### src/rtl/uart_tx_fifo_if.sv
// Bus-side handshake bundle for uart_tx_fifo: write data and strobes in,
// serial line and status flags out.
interface uart_tx_fifo_if;
  logic [15:0] d;
  logic        wrtx;
  logic        wrbaud;
  logic        txd;
  logic        thre;
  logic        busy;

  modport master (
    output d, wrtx, wrbaud,
    input  txd, thre, busy
  );

  modport slave (
    input  d, wrtx, wrbaud,
    output txd, thre, busy
  );
endinterface

### src/rtl/uart_tx_fifo.sv
// uart_tx_fifo: buffered 8N1 UART transmitter.
// CPU pushes bytes into a DEPTH-entry FIFO; a baud down-counter and FSM
// serialise them LSB first on txd, back-to-back while data remains.
// Optional feature macro: UART_TX_PARITY_EN adds an even-parity bit after D7.
module uart_tx_fifo #(
  parameter int unsigned DEPTH    = 4,
  parameter logic [15:0] BAUD_RST = 16'd7
) (
  input logic          clk,
  input logic          resetb,
  uart_tx_fifo_if.slave bus
);

  localparam int unsigned AW = $clog2(DEPTH);

  typedef enum logic [2:0] {
    IDLE,
    START,
    DATA,
`ifdef UART_TX_PARITY_EN
    PARITY,
`endif
    STOP
  } state_t;

  state_t      state_q, state_d;
  logic [7:0]  mem_q [DEPTH];
  logic [AW:0] wr_ptr_q, rd_ptr_q;
  logic [15:0] div_q;
  logic [15:0] cnt_q, cnt_d;
  logic [7:0]  shift_q, shift_d;
  logic [2:0]  bit_q, bit_d;
  logic        txd_q, txd_d;
  logic        empty, full, push, pop, tick;
  logic [7:0]  head;
`ifdef UART_TX_PARITY_EN
  logic        par_q;
`endif

  assign empty = (wr_ptr_q == rd_ptr_q);
  assign full  = (wr_ptr_q[AW] != rd_ptr_q[AW]) &&
                 (wr_ptr_q[AW-1:0] == rd_ptr_q[AW-1:0]);
  assign push  = bus.wrtx & ~full;
  assign head  = mem_q[rd_ptr_q[AW-1:0]];
  assign tick  = (cnt_q == '0);

  assign bus.txd  = txd_q;
  assign bus.thre = ~full;
  assign bus.busy = (state_q != IDLE) | ~empty;

  // Next-state, baud counter, shifter and the txd value driven next cycle.
  // txd is derived from the current state so it lags the FSM by one cycle;
  // every bit keeps its full length on the line.
  always_comb begin
    state_d = state_q;
    cnt_d   = cnt_q;
    shift_d = shift_q;
    bit_d   = bit_q;
    pop     = 1'b0;
    txd_d   = 1'b1;
    case (state_q)
      IDLE: begin
        if (!empty) begin
          pop     = 1'b1;
          shift_d = head;
          cnt_d   = div_q;
          state_d = START;
        end
      end
      START: begin
        txd_d = 1'b0;
        if (tick) begin
          cnt_d   = div_q;
          bit_d   = '0;
          state_d = DATA;
        end else begin
          cnt_d = cnt_q - 16'd1;
        end
      end
      DATA: begin
        txd_d = shift_q[0];
        if (tick) begin
          cnt_d   = div_q;
          shift_d = {1'b0, shift_q[7:1]};
          if (bit_q == 3'd7) begin
`ifdef UART_TX_PARITY_EN
            state_d = PARITY;
`else
            state_d = STOP;
`endif
          end else begin
            bit_d = bit_q + 3'd1;
          end
        end else begin
          cnt_d = cnt_q - 16'd1;
        end
      end
`ifdef UART_TX_PARITY_EN
      PARITY: begin
        txd_d = par_q;
        if (tick) begin
          cnt_d   = div_q;
          state_d = STOP;
        end else begin
          cnt_d = cnt_q - 16'd1;
        end
      end
`endif
      STOP: begin
        txd_d = 1'b1;
        if (tick) begin
          if (!empty) begin
            pop     = 1'b1;
            shift_d = head;
            cnt_d   = div_q;
            state_d = START;
          end else begin
            state_d = IDLE;
          end
        end else begin
          cnt_d = cnt_q - 16'd1;
        end
      end
      default: state_d = IDLE;
    endcase
  end

  // State, pointers, divider and registered serial output.
  always_ff @(posedge clk) begin
    if (!resetb) begin
      state_q  <= IDLE;
      wr_ptr_q <= '0;
      rd_ptr_q <= '0;
      div_q    <= BAUD_RST;
      cnt_q    <= '0;
      shift_q  <= '0;
      bit_q    <= '0;
      txd_q    <= 1'b1;
    end else begin
      state_q <= state_d;
      cnt_q   <= cnt_d;
      shift_q <= shift_d;
      bit_q   <= bit_d;
      txd_q   <= txd_d;
      if (push) wr_ptr_q <= wr_ptr_q + (AW+1)'(1);
      if (pop)  rd_ptr_q <= rd_ptr_q + (AW+1)'(1);
      if (bus.wrbaud) div_q <= bus.d;
    end
  end

`ifdef UART_TX_PARITY_EN
  // Even parity of the byte being loaded, captured at pop time.
  always_ff @(posedge clk) begin
    if (!resetb) begin
      par_q <= 1'b0;
    end else if (pop) begin
      par_q <= ^head;
    end
  end
`endif

  // FIFO storage; validity is tracked solely by the pointers.
  always_ff @(posedge clk) begin
    if (push) mem_q[wr_ptr_q[AW-1:0]] <= bus.d[7:0];
  end

endmodule

### src/flat_wrapper.sv
// flat-port wrapper written by rule: the top's interface ports become plain ports
module uart_tx_fifo_flat 
#(
  parameter int unsigned DEPTH    = 4,
  parameter logic [15:0] BAUD_RST = 16'd7
)
  (clk, resetb, bus_d, bus_wrtx, bus_wrbaud, bus_txd, bus_thre, bus_busy);
  uart_tx_fifo_if bus_i ();
  input logic clk;
  input logic resetb;
  input wire logic [$bits(bus_i.d)-1:0] bus_d;
  input wire logic [$bits(bus_i.wrtx)-1:0] bus_wrtx;
  input wire logic [$bits(bus_i.wrbaud)-1:0] bus_wrbaud;
  output wire logic [$bits(bus_i.txd)-1:0] bus_txd;
  output wire logic [$bits(bus_i.thre)-1:0] bus_thre;
  output wire logic [$bits(bus_i.busy)-1:0] bus_busy;
  assign bus_i.d = bus_d;
  assign bus_i.wrtx = bus_wrtx;
  assign bus_i.wrbaud = bus_wrbaud;
  assign bus_txd = bus_i.txd;
  assign bus_thre = bus_i.thre;
  assign bus_busy = bus_i.busy;
  uart_tx_fifo #(.DEPTH(DEPTH), .BAUD_RST(BAUD_RST)) u_core (.clk(clk), .resetb(resetb), .bus(bus_i));
endmodule
### config.mk
export PLATFORM = sky130hd
export DESIGN_NAME = uart_tx_fifo_flat
export DESIGN_NICKNAME = d
export VERILOG_FILES = /design/src/rtl/uart_tx_fifo_if.sv /design/src/rtl/uart_tx_fifo.sv /design/src/flat_wrapper.sv
export SDC_FILE = /design/constraint.sdc
export NUM_CORES = 1
export LEC_CHECK = 0
export CORE_ASPECT_RATIO = 0.7
export CORE_MARGIN = 5
export CORE_UTILIZATION = 45
export DETAILED_ROUTE_END_ITERATION = 8
export SYNTH_ARGS = -nofsm -noshare
export SYNTH_HDL_FRONTEND = slang
export SYNTH_SLANG_ARGS = --single-unit
### constraint.sdc
create_clock -name clk -period 2.3 [get_ports clk]
set_clock_uncertainty 0.15 [all_clocks]
set_input_delay 0.46 -clock clk [delete_from_list [all_inputs] [get_ports clk]]
set_output_delay 0.46 -clock clk [all_outputs]
set_load 0.05 [all_outputs]
==> impl_metrics.yaml <==
run_status:
  status: "completed"
sta:
  setup_violations: 0
  fmax_mhz: 451.9
  relSlewSlack_pct: 63.13
  slew_violations: 0
  final.period_utilization_pct: 96.22
  finalCriticalPeriod_ns: 2.213
  tightest_slew_ns: 0.5530
  final-hold-violation-count: 0
clocking:
  cts_tree: "built"
  clock_latency_ns: 0.33
  cts.clk_slew.worst_paths_ns: 0.06
  cts-buffers-inserted: 9
  clock-root-buffer: "clkbuf_16"
  htreeDepth: 3
  clock_path_buffers: 2
  cts_hold_buf: 0
  cts_sinks: 86
place:
  gp_congestion: 0.8085
  io_buffers: 22
  dp_cells: 531
  post_dp_cell_area_um2: 4777
  dp_hpwl_um: 6886
worst_setup_path:
  cp_data_arrival_time_ns: 1.60
  crit_chain: "xor2_2 -> nor3_2 -> buf_6 -> nand2_1 -> buf_6"
  crit_type: "register to primary output"
  cp-start-kind: "register"
  crit_top_cell: "buf_6"
  worstPathRequired_ns: 1.69
  critPathSlowestCell: "dfxtp_1"
  critical-path-max-stage-delay_ns: 0.34
  path_max_fanout: 6
  cp-end-kind: "primary output"
  rrSetupSlack_ns: 0.16
power_and_ir_drop:
  ir_worst_vdd_mv: 0.6149
  p_leak_nw: 1.974
  p_per_area_nw_per_um2: 1338
job:
  maxCapViolations: 0
global_route:
  grt_max_degree: 17
  grt-ovfl-total: 0
  grt_first_pass_wirelength_um: 15510
  antenna_found_initial: 0
  grt_use_met2_pct: 23.62
  grt.total_usage_pct: 17.27
  grt_pass1_vias: 2860
  gr-max-usage-layer: "met1"
  grt_use_met3_pct: 4.314
  met1_usage_pct: 26.67
drt:
  via_per_inst: 5.457
  wirelength_um: 9400
  drc: 0
  via_count: 3007
  first_iter_violations: 288
  drtAntennaViolNets: 0
  wire_per_inst_um: 17.06
  dr.pass1.iters: 4
synthesis:
  ys_ff_latch: 86
  synth_nets: 399
  ys_async_sr_fraction_pct: 0
  syn_avg_cell_area_um2: 11.48
  synth_top_area_share_pct: 25.73
  ys_top_cells_by_area: "dfxtp_1 26%, edfxtp_1 23%, mux2i_1 7.9%, mux4_2 4.3%, ha_1 3.9%"
  synth_cell_type_count: 68
  netlist_instances: 366
  synthFlopType: "dfxtp_1"
  synth_edf_count: 32
  ys_warn_count: 0
  synth.cell_area_um2: 4202
  synth_top_area_cell: "dfxtp_1"
  yosysSeqAreaShare_pct: 48.60
finish:
  layout_common_cells: "51 x dfxtp_1, 39 x buf_4, 33 x nor2_1, 33 x mux2i_1, 32 x edfxtp_1"
  final_cells: 551
  antenna_cells: 0
  drive_gt1_share_pct: 21.31
  design_area_um2: 5097
  layout_commonest_cell: "dfxtp_1"
  layout.nets: 455
  area_delta_synth_final_pct: 21.32
floorplan:
  io_pins: 23
  rows: 29
  fp.dieW_um: 125.5
  die_h_um: 90.85
  initial_core_util_pct: 46.32
  dieArea_um2: 11400
  core_um2: 9071
min_path:
  hold_path_class: "register to register"
## per-stage QoR
stage / setup TNS (ns) / power [mW] / hold slack, ns / worst slack, ns / utilization (%)
after floorplan: 0 / 4.400 / 0.2752 / 0.1660 / -
after global placement: 0 / 5.365 / 0.2813 / 0.1336 / 52.66
after detailed placement: 0 / 5.406 / 0.2961 / 0.08871 / 52.66
after CTS: 0 / 6.763 / 0.3166 / 0.01110 / 55.77
after global routing: -0.002910 / 7.283 / 0.3281 / -0.002910 / 56.19
final: 0 / 6.819 / 0.3091 / 0.08704 / 56.19
## power by group
group	leakage, nW	switching, mW	internal (mW)	total [mW]
clock network	0.126	0.587	0.721	1.31
registers	0.738	0.234	1.82	2.05
logic	1.11	1.86	1.60	3.46
total	1.97	2.68	4.14	6.82
## critical path: cells and delay by family, from the launching register on
kind / cells / cell delay [ns]
flip-flops: 1 / 0.34
XOR/XNOR: 1 / 0.22
buffers and inverters: 2 / 0.35
AND/OR/NAND/NOR: 2 / 0.36
## per-layer routing
layer,vias to the layer above,part of all wire [%]
met4,0,0.85
li1,1490,-
met2,46,42
met1,1465,53
met3,6,3.3
met5,-,0
## worst paths after layout
path                                                 startpoint                             to  cells after the start
worst max-delay path            u_core.wr_ptr_q[2]$_SDFFE_PN0P_                       bus_busy                      5
worst min-delay path               u_core.div_q[7]$_SDFFE_PN0P_   u_core.cnt_q[7]$_SDFFE_PN0P_                      1
worst max register to register     u_core.cnt_q[0]$_SDFFE_PN0P_  u_core.cnt_q[12]$_SDFFE_PN0P_                      6
worst min register to register     u_core.div_q[7]$_SDFFE_PN0P_   u_core.cnt_q[7]$_SDFFE_PN0P_                      1
## sequential cells by signal, indices dropped and copies added, names as in the netlist, named ones only
name             flops
u_core.bus.txd       1
u_core.wr_ptr_q      3
u_core.rd_ptr_q      3
u_core.state_q       2
u_core.shift_q       8
u_core.bit_q         3
u_core.mem_q        32
u_core.cnt_q        16
u_core.div_q        16
## cells by family after synthesis
logic type               share of synthesized area [%]
adder cells (fa/ha/maj)                          3.871
AND/OR/NAND/NOR                                  13.73
multiplexers                                     12.42
AO/OA/AOI/OAI                                    14.29
XOR/XNOR                                         2.918
buffers and inverters                            4.169
flip-flops                                       48.60
## layout make-up
type                            count  area, um2
Clock buffer                        9      225.2
Clock inverter                      7      41.29
Fill cell                         770       3974
Inverter                           14      52.55
Multi-Input combinational cell    247       2002
Sequential cell                    86       2046
Tap cell                          124      155.1
Timing Repair Buffer               64      575.6
## cells in the mapped netlist, types with 4 or more instances
cell type  instances
dfxtp_1           54
mux2i_1           33
nor2_1            33
edfxtp_1          32
nand2_1           20
a21oi_1           19
ha_1              13
inv_1             13
xnor2_1            9
a211oi_1           8
and2_1             8
clkbuf_1           8
mux4_2             8
nor3_1             7
a221o_1            6
o211ai_1           6
nand3_1            5
xor2_1             5
buf_2              4
o22ai_1            4
or3_1              4
## repair_timing
item                                    4_1_cts  5_1_grt
buffers inserted                              1        3
pin swaps                                     1        2
gates resized for setup                       1        7
gates cloned                                  0        0
endpoints found under the setup margin        1        4
Note: power is estimated with default switching activity, not from simulation.
